--- src/rtl/serial_pkg.sv ---
// serial_pkg: shared state encoding, default width and length clamp for serial_feeder
package serial_pkg;

    localparam int SERIAL_WIDTH = 24;

    typedef enum logic [1:0] {IDLE, SHIFT, PAR} state_t;

    // zero or oversize requests mean "send the full word"
    function automatic int unsigned clamp_len(input int unsigned len, input int unsigned width);
        return (len == 0 || len > width) ? width : len;
    endfunction

endpackage

--- src/rtl/serial_feeder.sv ---
// serial_feeder: LSB-first parallel-to-serial source with valid/ready load, stall and gapless reload
// Optional trailing even-parity bit when SERIAL_FEEDER_PARITY_EN is defined.
module serial_feeder
    import serial_pkg::*;
#(
    parameter int WIDTH = SERIAL_WIDTH,
    localparam int LW = $clog2(WIDTH + 1)
) (
    input  logic             clock,
    input  logic             rst,
    input  logic             load_valid,
    output logic             load_ready,
    input  logic [WIDTH-1:0] load_data,
    input  logic [LW-1:0]    load_len,
    input  logic             stall,
    output logic             out,
    output logic             out_valid,
    output logic             busy,
    output logic             done
);

    state_t           state;
    logic [WIDTH-1:0] shift_reg;
    logic [LW-1:0]    count;
    logic [LW-1:0]    len_eff;
    logic             last_bit;
    logic             accept;

`ifdef SERIAL_FEEDER_PARITY_EN
    logic parity;
    assign last_bit = state == PAR;
    assign out      = (state == SHIFT) ? shift_reg[0] : (state == PAR) && parity;
`else
    assign last_bit = (state == SHIFT) && (count == LW'(1));
    assign out      = (state == SHIFT) && shift_reg[0];
`endif

    assign len_eff    = LW'(clamp_len(32'(load_len), WIDTH));
    assign load_ready = (state == IDLE) || (last_bit && !stall);
    assign accept     = load_valid && load_ready;
    assign out_valid  = state != IDLE;
    assign busy       = state != IDLE;

    // advance one bit per unstalled edge; a reload on the final bit overrides the retire
    always_ff @(posedge clock or negedge rst) begin
        if (!rst) begin
            state     <= IDLE;
            shift_reg <= '0;
            count     <= '0;
            done      <= 1'b0;
`ifdef SERIAL_FEEDER_PARITY_EN
            parity    <= 1'b0;
`endif
        end else begin
            done <= !stall && last_bit;
            if (!stall && state == SHIFT) begin
                shift_reg <= shift_reg >> 1;
                count     <= count - LW'(count != '0);
`ifdef SERIAL_FEEDER_PARITY_EN
                parity    <= parity ^ shift_reg[0];
                if (count == LW'(1)) state <= PAR;
`else
                if (count == LW'(1)) state <= IDLE;
`endif
            end
`ifdef SERIAL_FEEDER_PARITY_EN
            if (!stall && state == PAR) state <= IDLE;
`endif
            if (accept) begin
                state     <= SHIFT;
                shift_reg <= load_data;
                count     <= len_eff;
`ifdef SERIAL_FEEDER_PARITY_EN
                parity    <= 1'b0;
`endif
            end
        end
    end

endmodule

--- config.mk ---
export PLATFORM = sky130hd
export DESIGN_NAME = serial_feeder
export DESIGN_NICKNAME = d
export VERILOG_FILES = /design/src/rtl/serial_pkg.sv /design/src/rtl/serial_feeder.sv
export SDC_FILE = /design/constraint.sdc
export NUM_CORES = 1
export LEC_CHECK = 0
export CORE_ASPECT_RATIO = 0.75
export CORE_MARGIN = 5
export CORE_UTILIZATION = 55
export DETAILED_ROUTE_END_ITERATION = 8
export DONT_BUFFER_PORTS = 1
export GPL_TIMING_DRIVEN = 0
export PLACE_DENSITY = 0.75
export SLEW_MARGIN = 25
export SYNTH_ARGS = -nofsm -noshare
export SYNTH_HDL_FRONTEND = slang
export SYNTH_SLANG_ARGS = --single-unit
--- constraint.sdc ---
create_clock -name clock -period 2 [get_ports clock]
set_clock_uncertainty 0.1 [all_clocks]
set_input_delay 0.4 -clock clock [delete_from_list [all_inputs] [get_ports clock]]
set_output_delay 0.4 -clock clock [all_outputs]
set_load 0.1 [all_outputs]
==> impl_metrics.py <==
metrics = {
    "synthesis": {
        "synth_top_area_cell": "dfrtp_1",
        "syn-num-nets": 220,
        "synth_commonest_cells": "53 x nand2_1, 52 x nand3_1, 31 x dfrtp_1",
        "async_flop_share_pct": 100,
        "syn_avg_cell_area_um2": 8.55,
        "synth-edff-count": 0,
        "synthDistinctLibCells": 30,
        "yosysWarnings": 0,
        "synthFlopType": "dfrtp_1",
        "synth_area_um2": 1580,
        "syn_inst": 185,
        "synth-seq-cells": 31,
        "synth_seq_area_share_pct": 49.1,
        "synth_area_leaders": "dfrtp_1 49%, nand3_1 16%, nand2_1 13%",
        "synth_most_common_cell": "nand2_1",
        "yosysTopAreaCellShare_pct": 49.1,
    },
    "floorplan": {
        "die_h_um": 56.4,
        "die_area_um2": 4060,
        "initial_core_util_pct": 59.0,
        "ioPinCount": 38,
        "dieWidth_um": 71.9,
        "fp.coreArea_um2": 2680,
        "rows": 16,
    },
    "cells_and_area": {
        "fillCellCount": 223,
        "n_antenna_cell": 0,
        "finalNetCount": 234,
        "syn_to_final_growth_pct": 17.8,
        "largest_register_ffs": 24,
        "finish.utilization_pct": 69.4,
        "drive_gt1_share_pct": 19.0,
    },
    "sta": {
        "grt_setup_unrepaired": "yes",
        "tightest_slew_ps": 868,
        "relSlewSlack_pct": 42.2,
        "timing.final.ws_setup_ps": -200,
        "timing.final.crit_share_pct": 110,
        "setup_viol": 1,
        "hold_violations": 0,
        "fin_crit_ps": 2200,
        "tns_ps": -200,
        "slew_viol_final": 0,
        "fmax_ghz": 0.454,
    },
    "critical_path": {
        "cp.required_ps": 1500,
        "cp_num_buf_inv": 0,
        "cp.arrival_ps": 1700,
        "crit_chain": "nor4_4 -> nand2_2 -> o21ai_4",
        "critical_path.endpoint_type": "output pin",
        "cp_max_fo": 2,
        "cp_slowest_cell": "o21ai_4",
        "crit_family": "compound AO/OA/AOI/OAI gates",
        "slowest_delay_ps": 580,
        "startpoint_type": "flop",
        "path_class": "reg -> out",
    },
    "clock_network": {
        "tritoncts": "built",
        "numClockSinks": 31,
        "clkLatencyLatePin_ps": 270,
        "clock_path_buffers": 2,
        "clkSlewWorstSetupHoldPaths_ps": 60,
        "htree_levels": 2,
        "cts_inserted_buffers": 5,
        "clockRootBuffer": "clkbuf_8",
    },
    "detailed_routing": {
        "drt-vias-per-instance": 6.02,
        "dr.pass1.iters": 5,
        "ant_nets": 0,
        "wl_per_cell_um": 15.8,
        "wirelength_um": 3730,
        "drc_errors": 0,
        "vias": 1421,
        "drtIter0Drc": 101,
    },
    "global_routing": {
        "grt_overflow": 0,
        "use_met3_pct": 7.31,
        "busiest_layer": "met2",
        "grtUsageTotal_pct": 19.1,
        "grt_pass1_wl_um": 6170,
        "grt_pass1_vias": 1364,
        "grt_max_degree": 32,
        "met2_usage_pct": 28.8,
        "use_met1_pct": 25.9,
        "antenna_found_initial": 0,
    },
    "pwr": {
        "fin_total_pwr_uw": 2600,
        "peakVddDrop_v": 0.000733,
        "leakagePower_uw": 0.000855,
        "power.density_nw_per_um2": 1400,
    },
    "run_status": {
        "violations": "negative setup slack",
        "status": "complete, but fails checks",
    },
    "placement": {
        "post-dp-hpwl_um": 2560,
        "gp_congestion": 0.831,
        "numPortBuffers": 0,
    },
    "run": {
        "max-cap-violations": 0,
    },
    "hold_path": {
        "hold_path_class": "in -> reg",
    },
}
-- routing by layer --
layer  vias up  routed length (µm)
li1        667                   -
met4         0                  32
met1       682                1590
met2        66                1770
met3         6                 342
met5         -                   0
-- cells by family after synthesis --
logic type / synth area share [%]
DFF: 49.1
AOI/OAI and AO/OA: 6.96
buffers and inverters: 5.62
adders and majority gates: 1.58
and+or+nand+nor: 36.8
-- metrics by stage --
step           worst slack, ps  hold slack, ps  cells  instance area (µm²)
3_3_place_gp              -127            5.09    221                 1640
3_5_place_dp              -142            5.20    221                 1640
5_1_grt                   -257             128    236                 1860
4_1_cts                   -240             129    235                 1810
6_report                  -200             135    236                 1860
2_1_floorplan            -43.4            4.41    185                 1600
-- worst paths after layout --
path | endpoint | cells past startpoint | slack [ps] | start
worst max-delay path | load_ready | 3 | -200 | count[2]
worst min-delay path | state[0] | 1 | 140 | load_valid
worst max register to register | count[2] | 9 | 90 | count[2]
worst min register to register | shift_reg[4] | 2 | 380 | shift_reg[4]
max in group asynchronous | state[0] | 2 | 1150 | rst
min in group asynchronous | count[2] | 2 | 460 | rst
-- worst register-to-register path, stage by stage, from the launching register on --
cell and delay [ps]:
dfrtp_2 430, nor4_4 310, buf_4 180, nand2_4 50, ha_4 180, ha_4 150, nor2b_4 120, nand2_2 80
a21oi_2 50, a2bb2oi_1 130
-- repair_timing --
action / in CTS / in global routing
resized for setup: 7 / 13
hold endpoints to repair: 31 / 0
endpoints found under the setup margin: 13 / 19
hold buffers: 2 / 0
pin swaps: 2 / 6
setup buffers: 4 / 2
-- layout by cell type, fill, tap and decap left out, types with 2 or more instances in the layout --
cell type / n
nor4_1: 2
nand2_1: 50
clkbuf_2: 2
clkbuf_8: 7
a21oi_2: 2
nor2_1: 3
o311ai_1: 3
nand2b_1: 3
inv_1: 3
buf_2: 3
o21ai_1: 3
buf_6: 3
dfrtp_1: 28
dfrtp_2: 2
buf_4: 7
ha_4: 2
clkbuf_1: 2
nand3_1: 52
nand2_2: 2
-- layout make-up --
class,instances,area (µm²),share of cell area [%]
buffer,11,80.1,4.30
clock buffer,8,100,5.37
inverter,3,11.3,0.604
multi-input combinational,140,779,41.8
sequential,31,782,42.0
tap,36,45.0,2.42
timing repair buffer,7,65.1,3.49
-- where the power goes --
group / internal (µW) / switching, µW / total, µW
Sequential: 891 / 223 / 1110
Clock: 313 / 205 / 518
Combinational: 414 / 555 / 970
(Power assumes the default switching activity.)
